## src/rtl/dsa_cmd_engine.sv

```systemverilog
// Command engine: pops 96-bit commands, runs ADD/SUB/MUL/MAC/CLR/RDACC,
// pushes one 32-bit response per command. MUL/MAC use a 32-step shift-add.
module dsa_cmd_engine (
    input  logic        dsa_clk,
    input  logic        dsa_rst,
    input  logic        cmd_empty,
    output logic        cmd_rd_en,
    input  logic [95:0] cmd_data,
    input  logic        rsp_full,
    output logic        rsp_wr_en,
    output logic [31:0] rsp_data,
    output logic        busy,
    output logic [15:0] cmd_cnt,
    output logic        err_flag
);

    typedef enum logic [1:0] {IDLE, LOAD, EXEC, RESP} state_t;

    localparam logic [7:0] OP_ADD   = 8'h01;
    localparam logic [7:0] OP_SUB   = 8'h02;
    localparam logic [7:0] OP_MUL   = 8'h03;
    localparam logic [7:0] OP_MAC   = 8'h04;
    localparam logic [7:0] OP_CLR   = 8'h05;
    localparam logic [7:0] OP_RDACC = 8'h06;

    state_t      state, next_state;
    logic [7:0]  opcode_q;
    logic [31:0] a_q, b_q, prod_q, acc_q;
    logic [4:0]  step_q;
    logic        is_mul_op, exec_done, illegal;
    logic [31:0] prod_next, result;
    logic        unused_cmd_hi;

    assign unused_cmd_hi = ^cmd_data[95:72];
    assign is_mul_op     = (opcode_q == OP_MUL) || (opcode_q == OP_MAC);
    assign busy          = (state != IDLE);

    // One shift-add step: a_q is shifted left and b_q right each EXEC cycle.
    assign prod_next = prod_q + (b_q[0] ? a_q : 32'd0);

    always_ff @(posedge dsa_clk) begin
        // NOTE: sequential state uses non-blocking assignments so every register
        // samples the pre-edge values of the others.
        if (dsa_rst) state <= IDLE;
        else         state <= next_state;
    end

    always_comb begin
        // NOTE: every output gets a default first so no path infers a latch.
        next_state = state;
        cmd_rd_en  = 1'b0;
        rsp_wr_en  = 1'b0;
        exec_done  = 1'b0;
        case (state)
            IDLE: if (!cmd_empty) begin
                cmd_rd_en  = 1'b1;
                next_state = LOAD;
            end
            LOAD: next_state = EXEC;
            EXEC: if (!is_mul_op || step_q == 5'd31) begin
                exec_done  = 1'b1;
                next_state = RESP;
            end
            RESP: if (!rsp_full) begin
                rsp_wr_en  = 1'b1;
                next_state = IDLE;
            end
            default: next_state = IDLE;
        endcase
        // Reset may arrive in any state; no FIFO strobe may escape that cycle.
        if (dsa_rst) begin
            cmd_rd_en = 1'b0;
            rsp_wr_en = 1'b0;
        end
    end

    always_comb begin
        result  = 32'd0;
        illegal = 1'b0;
        case (opcode_q)
            OP_ADD:   result = a_q + b_q;
            OP_SUB:   result = a_q - b_q;
            OP_MUL:   result = prod_next;
            OP_MAC:   result = acc_q + prod_next;
            OP_CLR:   result = 32'd0;
            OP_RDACC: result = acc_q;
            default: begin
                result  = {24'hBAD000, opcode_q};
                illegal = 1'b1;
            end
        endcase
    end

    always_ff @(posedge dsa_clk) begin
        if (dsa_rst) begin
            opcode_q <= 8'd0;
            a_q      <= 32'd0;
            b_q      <= 32'd0;
            prod_q   <= 32'd0;
            step_q   <= 5'd0;
            acc_q    <= 32'd0;
            rsp_data <= 32'd0;
            cmd_cnt  <= 16'd0;
            err_flag <= 1'b0;
        end else begin
            if (state == LOAD) begin
                opcode_q <= cmd_data[71:64];
                a_q      <= cmd_data[63:32];
                b_q      <= cmd_data[31:0];
                prod_q   <= 32'd0;
                step_q   <= 5'd0;
            end
            if (state == EXEC && is_mul_op) begin
                prod_q <= prod_next;
                a_q    <= a_q << 1;
                b_q    <= b_q >> 1;
                step_q <= step_q + 5'd1;
            end
            // Accumulator and response commit together, before any RESP stall.
            if (exec_done) begin
                rsp_data <= result;
                if (opcode_q == OP_MAC || opcode_q == OP_CLR) acc_q <= result;
                if (illegal) err_flag <= 1'b1;
            end
            if (rsp_wr_en) cmd_cnt <= cmd_cnt + 16'd1;
        end
    end

endmodule

```

## config.mk

```make
export PLATFORM = sky130hd
export DESIGN_NAME = dsa_cmd_engine
export DESIGN_NICKNAME = d
export VERILOG_FILES = /design/src/rtl/dsa_cmd_engine.sv
export SDC_FILE = /design/constraint.sdc
export NUM_CORES = 1
export LEC_CHECK = 0
export BUFFER_PORTS_ARGS = -buffer_cell sky130_fd_sc_hd__buf_2
export CAP_MARGIN = 40
export CORE_AREA = 8 8 196 198
export CTS_CLUSTER_DIAMETER = 60
export DETAILED_ROUTE_END_ITERATION = 8
export DIE_AREA = 0 0 204 206
export PLACE_DENSITY = 0.6
export SETUP_SLACK_MARGIN = 0.05
export SLEW_MARGIN = 20
export SYNTH_ARGS = -nofsm -noshare
export SYNTH_HDL_FRONTEND = slang
export SYNTH_SLANG_ARGS = --single-unit
export TNS_END_PERCENT = 20
```

## constraint.sdc

```tcl
create_clock -name dsa_clk -period 5.13 [get_ports dsa_clk]
set_clock_uncertainty 0.05 [all_clocks]
set_input_delay 1.026 -clock dsa_clk [delete_from_list [all_inputs] [get_ports dsa_clk]]
set_output_delay 1.026 -clock dsa_clk [all_outputs]
set_load 0.02 [all_outputs]
```

==> results of run 1 <==
power groups by stage:
stage	Clock, mW	Sequential [mW]	Combinational (mW)
2_1_floorplan	0	2.12	3.13
3_3_place_gp	0	2.10	4.43
3_5_place_dp	0	2.11	4.55
4_1_cts	1.47	2.08	4.57
5_1_grt	1.52	2.12	5.08
6_report	1.43	2.08	4.65
layout make-up:
class,count,share of cell area
Tap cell,461,0.03611
Multi-Input combinational cell,1421,0.6058
Clock inverter,13,0.01089
Sequential cell,192,0.2407
Clock buffer,19,0.02711
Timing Repair Buffer,186,0.07121
Inverter,35,0.008226
registers in the layout (all words and copies together) (netlist names):
name      count
a_q          32
acc_q        32
b_q          32
prod_q       32
rsp_data     32
cmd_cnt      16
opcode_q      8
step_q        5
state         2
err_flag      1
worst reg2reg max path: cells and delay by family, from the launching register on:
kind	cells	cell delay, ns
fa+ha+maj	2	0.71
compound gates	8	1.82
flops	1	0.31
xor+xnor	1	0.34
buf+inv	1	0.18
simple gates	7	1.46
cell usage in the layout, fill, tap and decap left out, types with 59 or more instances in the layout:
cell type / instances
a21oi_1: 145
nor2_1: 239
ha_1: 102
dfxtp_1: 192
nand3_1: 66
nand2_1: 119
buf_2: 126
xor2_1: 59
o21ai_0: 64
a211oi_1: 113
xnor2_1: 66
mux2i_1: 74
worst min path at each step:
stage                       endpoint  depth (start not counted)  slack (ns)        from
after CTS                  step_q[4]                          2        0.43   step_q[4]
final                      step_q[4]                          2        0.43   step_q[4]
after floorplan            step_q[3]                          1        0.38   step_q[3]
after global routing      prod_q[23]                          2        0.45  prod_q[23]
after global placement     step_q[3]                          1        0.39   step_q[3]
after detailed placement   step_q[3]                          1        0.42   step_q[3]
cell families after synthesis:
| logic type | after synthesis | share of synthesized area |
|---|---|---|
| XOR/XNOR | 128 | 0.08073 |
| AND/OR/NAND/NOR | 592 | 0.1964 |
| flip-flops | 192 | 0.2768 |
| buffers and inverters | 147 | 0.04054 |
| adder cells (fa/ha/maj) | 109 | 0.09983 |
| multiplexers | 75 | 0.05406 |
| AO/OA/AOI/OAI | 517 | 0.2516 |
stage by stage:
step / setup slack, ns / utilization / hold WS, ns / cells
finish: 0.1674 / 0.4534 / 0.4278 / 2327
global route: -0.01458 / 0.4534 / 0.4538 / 2327
CTS: 0.05982 / 0.4490 / 0.4269 / 2326
detailed placement: -0.01193 / 0.4317 / 0.4156 / 2294
global placement: 0.1288 / 0.4297 / 0.3945 / 2290
floorplan: 0.4436 / - / 0.3787 / 1760
metal layers:
layer	global-route usage	share of wire	vias to the layer above
met3	0.03323	0.065	32
met4	0.04114	0.010	0
met5	0	0	-
li1	-	-	6602
met2	0.2938	0.43	412
met1	0.2841	0.50	6131
timing repair:
action                                  4_1_cts  5_1_grt
cloned                                        0        0
endpoints found under the setup margin        2       28
pin swaps                                     0       11
resized for setup                             1       29
buffers inserted                              0        1
==> summary.md, run 1 <==
| Metric | Value |
|---|---|
| Ratio of cells with drive above 1 in the final layout | 0.1458 |
| Die Height | 206 um |
| Count leader, synth | nor2_1 |
| Slew @ Worst Pin | 0.7853 ns |
| Sequential Area | 3844 um2 |
| Syn nets | 1969 |
| Net Sw Frac | 0.4728 |
| Starting density of the core | 0.3943 |
| Min cycle time layout | a little under 5 ns |
| Wire length of the first global-routing pass | 66100 um |
| Sequential share of power | 0.255 |
| Pleak | 6.783 nW |
| Vias in the first global route | 12.39k |
| P&R area growth vs syn | 15.01% |
| Synth Flop Type | dfxtp_1 |
| Clock sinks | 192 |
| Area after DPL | around 15000 um2 |
| Top post-synthesis cells by area | dfxtp_1 28%, ha_1 9.6%, nor2_1 6.5% |
| Max clock buf depth | 2 |
| Drt initial violations | 873 |
| Fin area | 15970 um2 |
| Worst R2R Setup Slack | 0.17 ns |
| Status | finished, final reports clean |
| Unrepaired setup endpoints after global routing | true |
| CTS root buffer | clkbuf_16 |
| CP Data Required Time | 5.47 ns |
| Die Area | approximately 42000 um2 |
| Pins Over Slew Limit | 0 |
| Fin. Hold Viols | 0 |
| Footprint of the multi-input gates | around 9700 um2 |
| Port buffer count | between 100 and 150 |
| Register area share after synthesis | 0.2768 |
| GP Congestion | 0.9407 |
| Critical Path End | acc_q[31] |
| Worst Path Arrival | 5.30 ns |
| Detailed-route DRC error count | 0 |
| Reg-to-Reg Start | b_q[0] |
| Crit Path Category | flop to flop |
| Nets | 2062 |
| Period utilization | 0.9674 |
| Cell area after synthesis | 13890 um2 |
| DR WL/cell | 17.92 um |
| CP max FO | 18 |
| Boundary Pins | 152 |
| Dominant cell type by area after synthesis | dfxtp_1 |
| Worst skew pair latency | 0.45 ns |
| Cells after synthesis | about 1.8k |
| R2R cell count | 19 |
| Pre-antenna DRT Iters | 5 |
| Crit end category | flop |
| Yosys cell types | 72 |
| Max frequency | 201.5 MHz |
| Filler Cell Count | 3562 |
| Synth cell count leaders | 240 x nor2_1, 192 x dfxtp_1, 150 x a21oi_1 |
| Synthesis-stage register bit count | 192 |
| ANT nets after route | 0 |
| Syn_area_per_cell | 7.890 um2 |
| Rows | 69 |
| Synth warn | 0 |
| H-Tree Depth | 4 |
| Setup TNS | 0 ns |
| Levels on crit path | 19 |
| TritonCTS buffer count | 17 |
| CP bufs+invs | 1 |
| Clk slew on worst S/H paths | 0.07 ns |
| Logic pwr share | 0.570 |
| Hold-fix buffers, CTS | 0 |
| Max-Cap Viols | 0 |
| CTS tree | done |
| Die Width | 204 um |
| Kind of start point of the critical path | flop |
| PwrDens | 510.9 nW/um2 |
| Vias | between 10k and 15k |
| Clock Power Share | 0.175 |
| Worst hold path class | flop to flop |
| Total chip power | 8.160 mW |
| GRT Util Overall | 0.1942 |
| Crit Reg-Reg Endpoint | acc_q[31] |
| Post-synth EDFFs | 0 |
| HPWL Detailed | 31820 um |
| Worst setup startpoint | b_q[0] |
| Internal power | 4.303 mW |
| Antenna violations before repair | 0 |
| Final WL | approximately 42000 um |
| Asr flop ratio synth | 0 |
| Via density | 5.663 |
| Antenna diode count | 0 |
| Placeable Area | 35220 um2 |
| Max IR drop VDD | 0.3388 mV |
| Largest net degree at the start of global routing | 165 |
| Crit-path max cell delay | 0.47 ns |
| Total net switching power | roughly 3.9 mW |
| Delay-heaviest family, CP | compound AO/OA/AOI/OAI gates |
| Total grt overflow | 0 |
| Top cell type's share of synthesized area | 0.2768 |
| Crit path cell chain | buf_4 -> and2_1 -> ha_2 -> o21ai_0 -> o21ai_1 -> nand4_1 -> a21oi_2 -> nor2_1 -> xnor2_1 -> ha_1 -> and4_1 -> a211oi_2 -> nand3_2 -> a211oi_2 -> o221ai_1 -> a21oi_2 -> o21ai_2 -> or4b_1 -> nand3_1 |
| Relative slew margins | 0.4765 |
| Setup violations, final | 0 |
| Worst path slowest cell | or4b_1 |
Power figures use the tool's default switching activity.
==> run 2, diff against run 1 <==
clock period = 5.5 ns   (was 5.13 ns; I/O delays follow)
==> run 2 against run 1 <==
Compared with the run above: core utilization fell by 0.43 points; design area fell by 0.95%; first-iteration DRC count shrank 11%; maximum frequency fell by 2.3%; sequential power down 7%; die area unchanged; final cell count fell by 0.60%; critical endpoint unchanged; largest cell class unchanged; highest routed layer unchanged.
==> summary.md, run 2 (synthesis results as in run 1) <==
| Metric | Value |
|---|---|
| Status | finished, final reports clean |
| CTS root buffer | clkbuf_16 |
| Final std cells w/o fill | 2313 |
| Net Sw Frac | 0.4725 |
| Period utilization | 0.9235 |
| Hold-fix buffers, CTS | 0 |
| Ratio of cells with drive above 1 in the final layout | 0.1290 |
| CP Data Required Time | 5.84 ns |
| TritonCTS buffer count | 17 |
| Filler Cell Count | 3561 |
| Worst Path Arrival | 5.42 ns |
| Total chip power | ~7.6 mW |
| P&R area growth vs syn | 13.92% |
| HPWL Detailed | 32440 um |
| Crit end category | flop |
| Clock Power Share | 0.174 |
| Most frequent cells in the layout | 239 x nor2_1, 192 x dfxtp_1, 146 x a21oi_1 |
| Logic pwr share | 0.571 |
| R2R cell count | 20 |
| Wire length of the first global-routing pass | a little under 70000 um |
| CTS tree | done |
| Largest net degree at the start of global routing | 75 |
| CP max FO | 4 |
| Vias | 13.12k |
| Rows | 69 |
| Kind of start point of the critical path | flop |
| Pre-antenna DRT Iters | 7 |
| Worst skew pair latency | between 0.4 and 0.5 ns |
| Fin. Hold Viols | 0 |
| Max frequency | 196.9 MHz |
| Total grt overflow | 0 |
| Detailed-route DRC error count | 0 |
| Placeable Area | 35220 um2 |
| Drt initial violations | 775 |
| Crit Path Category | flop to flop |
| Final WL | 42230 um |
| Via density | roughly 5.7 |
| PwrDens | 481.0 nW/um2 |
| Antenna diode count | 0 |
| Min-Delay Path Depth | 1 |
| Max clock buf depth | 2 |
| Slew @ Worst Pin | 0.7657 ns |
| Vias in the first global route | 12.47k |
| Sequential share of power | 0.255 |
| H-Tree Depth | 4 |
| Fin Hold WS | 0.4271 ns |
| Setup TNS | 0 ns |
| Max IR drop VDD | 0.2295 mV |
| Die Width | 204 um |
| Die Area | 42020 um2 |
| Min cycle time layout | 5.079 ns |
| Most common cell after layout, fill and taps aside | nor2_1 |
| Clk slew on worst S/H paths | 0.07 ns |
| Pins Over Slew Limit | 0 |
| GRT Util Overall | 0.1978 |
| Die Height | a little over 200 um |
| Pleak | 6.728 nW |
| Boundary Pins | 152 |
| Setup violations, final | 0 |
| Clock sinks | around 190 |
| GP Congestion | a little over 0.9 |
| Nets | 2049 |
| Starting density of the core | 0.3943 |
| ANT nets after route | 0 |
| Worst hold path class | flop to flop |
| DR WL/cell | 18.26 um |
| Relative slew margins | 0.4867 |
| Antenna violations before repair | 0 |
| Total net switching power | 3.595 mW |
| Placed Cells | 2278 |
| Max-Cap Viols | 0 |
| Unrepaired setup endpoints after global routing | true |
| Port buffer count | 127 |
| Internal power | approximately 4 mW |
## run 2: cell types whose count changed in the layout (fill, tap and decap cells not counted), moves of 3 or more
cell,before,now
o41ai_2,4,0
ha_2,3,0
inv_6,6,2
buf_16,0,3
o41ai_1,2,5
clkinv_4,1,4
o21ai_2,3,0
ha_1,102,105
buf_4,54,39
## run 2: path summary, 6_finish.rpt
kind                to  slack (ns)       from
max          acc_q[31]        0.42     a_q[0]
max reg2reg  acc_q[31]        0.42     a_q[0]
min          step_q[3]        0.43  step_q[3]
min reg2reg  step_q[3]        0.43  step_q[3]
## run 2: power by group through the flow
stage               clock network, mW  registers (mW)  logic [mW]
global route                     1.40            1.98        4.76
global placement                    0            1.96        4.15
detailed placement                  0            1.97        4.28
CTS                              1.36            1.94        4.30
floorplan                           0            1.98        2.92
finish                           1.33            1.94        4.35
## run 2: critical path: stages (launching register included)
cell and delay (ns):
dfxtp_1 0.35, ha_1 0.23, ha_1 0.24, fa_2 0.41
a211oi_2 0.22, o21ai_0 0.13, o211ai_1 0.22, nand2_1 0.09
a21oi_1 0.19, xnor2_1 0.22, ha_1 0.33, a21oi_2 0.23
o21ai_1 0.15, a211oi_2 0.28, nand3_1 0.20, a211oi_2 0.29
o221ai_1 0.18, a21oi_2 0.21, o21ai_0 0.19, or4b_1 0.50
nand3_1 0.10
## run 2: area by class of cell
type | instances | area (um2) | area share
clock buffer | 19 | 442.9 | 0.02800
inverter | 35 | 131.4 | 0.008304
timing repair buffer | 173 | 1092 | 0.06904
sequential | 192 | 3844 | 0.2430
tap | 461 | 576.8 | 0.03646
clock inverter | 12 | 160.2 | 0.01012
multi-input combinational | 1421 | 9573 | 0.6051
## run 2: repair_timing
item | in CTS | in global routing
buffers inserted | 0 | 4
gates resized for setup | 0 | 9
setup endpoints to repair | 0 | 8
## run 2: stage by stage
stage | area, um2 | worst slack (ns) | util
2_1_floorplan | 13890 | 0.8136 | -
3_3_place_gp | 15010 | 0.2130 | 0.4260
3_5_place_dp | 15140 | 0.1715 | 0.4300
4_1_cts | 15750 | 0.1386 | 0.4471
5_1_grt | 15820 | 0.01503 | 0.4491
6_report | 15820 | 0.4210 | 0.4491
## run 2: routing by layer
| layer | routed length (um) | share of wire | track usage | vias up |
|---|---|---|---|---|
| li1 | - | - | - | 6568 |
| met1 | 21440 | 0.51 | 0.2867 | 6201 |
| met2 | 18150 | 0.43 | 0.2981 | 328 |
| met3 | 2146 | 0.051 | 0.03433 | 22 |
| met4 | 488 | 0.012 | 0.05143 | 0 |
| met5 | 0 | 0 | 0 | - |
==> run 3, diff against run 2 <==
CORE_AREA = 8 8 180 216   (was 8 8 196 198)
DIE_AREA = 0 0 188 224   (was 0 0 204 206)
==> run 3 against run 2 <==
Compared with the run above: routed wire length shrank 3.7%; combinational power decreased by 2%; highest routed layer unchanged; first-iteration DRC count fell by 6.8%; design area down 1.1%; hold slack got worse by 0.0099 ns; power down 2.7%; via count shrank 2.0%; count of clock-buffer cells in the layout stayed put; sequential share of layout area up 0.28 points.
==> summary.md, run 3 (synthesis results as in run 1) <==
| Metric | Value |
|---|---|
| Status | finished, final reports clean |
| PnR worst setup slack | about 0.37 ns |
| Vias | 12.86k |
| Worst Hold End | step_q[3] |
| GP Congestion | 0.8838 |
| CP Data Required Time | approximately 5.8 ns |
| Die Area | 42110 um2 |
| R2R cell count | 21 |
| Die Width | roughly 190 um |
| Most common cell after layout, fill and taps aside | nor2_1 |
| Total net switching power | 3.535 mW |
| Fin area | approximately 16000 um2 |
| Min cycle time layout | approximately 5.1 ns |
| Dpl ws | 0.1838 ns |
| Crit end category | flop |
| Max-Cap Viols | 0 |
| Clock sinks | 192 |
| Final Core Density | 0.4409 |
| Reg-to-Reg Start | a_q[0] |
| Footprint of the multi-input gates | about 9600 um2 |
| Kind of start point of the critical path | flop |
| Vias in the first global route | 12.40k |
| Most frequent cells in the layout | 239 x nor2_1, 192 x dfxtp_1, 148 x a21oi_1 |
| Max frequency | 194.9 MHz |
| Fin Hold WS | 0.4171 ns |
| Nets | 2039 |
| P&R area growth vs syn | 12.62% |
| Sequential share of power | 0.262 |
| Rows | 76 |
| Worst Path Arrival | approximately 5.4 ns |
| Max clock buf depth | 2 |
| Worst skew pair latency | about 0.47 ns |
| Min-Delay Path Depth | 1 |
| CP max FO | 4 |
| Final WL | ~40000 um |
| GRT Util Overall | 0.1897 |
| TritonCTS buffer count | 17 |
| CTS tree | done |
| Wire length of the first global-routing pass | 65400 um |
| Final std cells w/o fill | 2310 |
| Pre-antenna DRT Iters | 5 |
| Total grt overflow | 0 |
| Drt initial violations | between 700 and 800 |
| Antenna violations before repair | 0 |
| Logic pwr share | 0.575 |
| Die Height | 224 um |
| Area after DPL | 15060 um2 |
| Min-Delay Startpoint | step_q[3] |
| Worst hold path class | flop to flop |
| Pins Over Slew Limit | 0 |
| Worst R2R Setup Slack | 0.37 ns |
| Crit Path Category | flop to flop |
| Clk slew on worst S/H paths | roughly 0.070 ns |
| Slew @ Worst Pin | 0.7464 ns |
| Boundary Pins | 152 |
| Setup TNS | 0 ns |
| Via density | 5.565 |
| Sequential Area | around 3800 um2 |
| Filler Cell Count | 3619 |
| Period utilization | 0.9329 |
| Pleak | 6.622 nW |
| Starting density of the core | 0.3915 |
| Net Sw Frac | 0.4776 |
| Antenna diode count | 0 |
| Unrepaired setup endpoints after global routing | true |
| Port buffer count | around 130 |
| DR WL/cell | 17.60 um |
| Ratio of cells with drive above 1 in the final layout | 0.1232 |
| Largest net degree at the start of global routing | 72 |
| Clock Power Share | 0.162 |
| Fin. Hold Viols | 0 |
| Relative slew margins | 0.5024 |
| Total chip power | 7.402 mW |
| Detailed-route DRC error count | 0 |
| H-Tree Depth | 4 |
| PwrDens | 473.3 nW/um2 |
| Internal power | approximately 3.9 mW |
| Max IR drop VDD | roughly 0.23 mV |
| Placed Cells | 2278 |
| HPWL Detailed | 31100 um |
| ANT nets after route | 0 |
| Setup violations, final | 0 |
| Crit Reg-Reg Endpoint | rsp_data[29] |
| Placeable Area | around 35000 um2 |
| CTS root buffer | clkbuf_16 |
## run 3: changes by cell type in the layout (fill, tap and decap cells not counted), sizes merged
cell | before | now
buf | 173 | 163
bufinv | 3 | 0
clkinv | 7 | 4
clkinvlp | 1 | 2
inv | 36 | 41
## run 3: worst max-delay path by stage
stage / start / endpoint / slack (ns) / cells after the start
after floorplan: b_q[0] / acc_q[31] / 0.81 / 21
after global placement: a_q[0] / acc_q[31] / 0.30 / 20
after detailed placement: a_q[0] / acc_q[31] / 0.18 / 22
after CTS: a_q[0] / acc_q[31] / 0.16 / 22
after global routing: a_q[0] / rsp_data[29] / 0.02 / 21
final: a_q[0] / rsp_data[29] / 0.37 / 21
## run 3: area by class of cell
class | instances | area share
Clock buffer | 19 | 0.02832
Clock inverter | 12 | 0.006320
Inverter | 35 | 0.008400
Multi-Input combinational cell | 1421 | 0.6111
Sequential cell | 192 | 0.2458
Tap cell | 468 | 0.03744
Timing Repair Buffer | 163 | 0.06264
## run 3: worst max-delay path, stage by stage, from the launching register on
cell and delay [ns]:
dfxtp_1 0.35, ha_1 0.21, ha_1 0.22, fa_1 0.47, a211oi_2 0.22, o21bai_1 0.09
a21oi_1 0.22, o21bai_1 0.11, a21oi_2 0.21, o21bai_1 0.11, a21oi_1 0.20, xnor2_1 0.12
ha_1 0.36, nand3_1 0.09, or2_2 0.30, o2111ai_1 0.20, o211ai_1 0.21, o31a_1 0.36
o41ai_2 0.33, xor2_1 0.14, a221oi_2 0.27, a311oi_1 0.13
## run 3: per-layer routing
layer,vias to the layer above,global-route usage,share of wire
met5,-,0,0
met4,0,0.06361,0.020
met3,36,0.02940,0.045
met2,301,0.2937,0.44
met1,5976,0.2647,0.50
li1,6542,-,-
## run 3: repair_timing
| action | CTS | global route |
|---|---|---|
| buffers inserted | 0 | 1 |
| hold buffers | 0 | 0 |
| gates resized for setup | 0 | 7 |
| endpoints found under the setup margin | 0 | 11 |
## run 3: power by group through the flow
stage                     Clock [mW]  Sequential (mW)  Combinational (mW)
after floorplan                    0             1.98                2.92
after global placement             0             1.97                4.10
after detailed placement           0             1.97                4.22
after CTS                       1.24             1.94                4.24
after global routing            1.28             1.98                4.67
final                           1.20             1.94                4.26
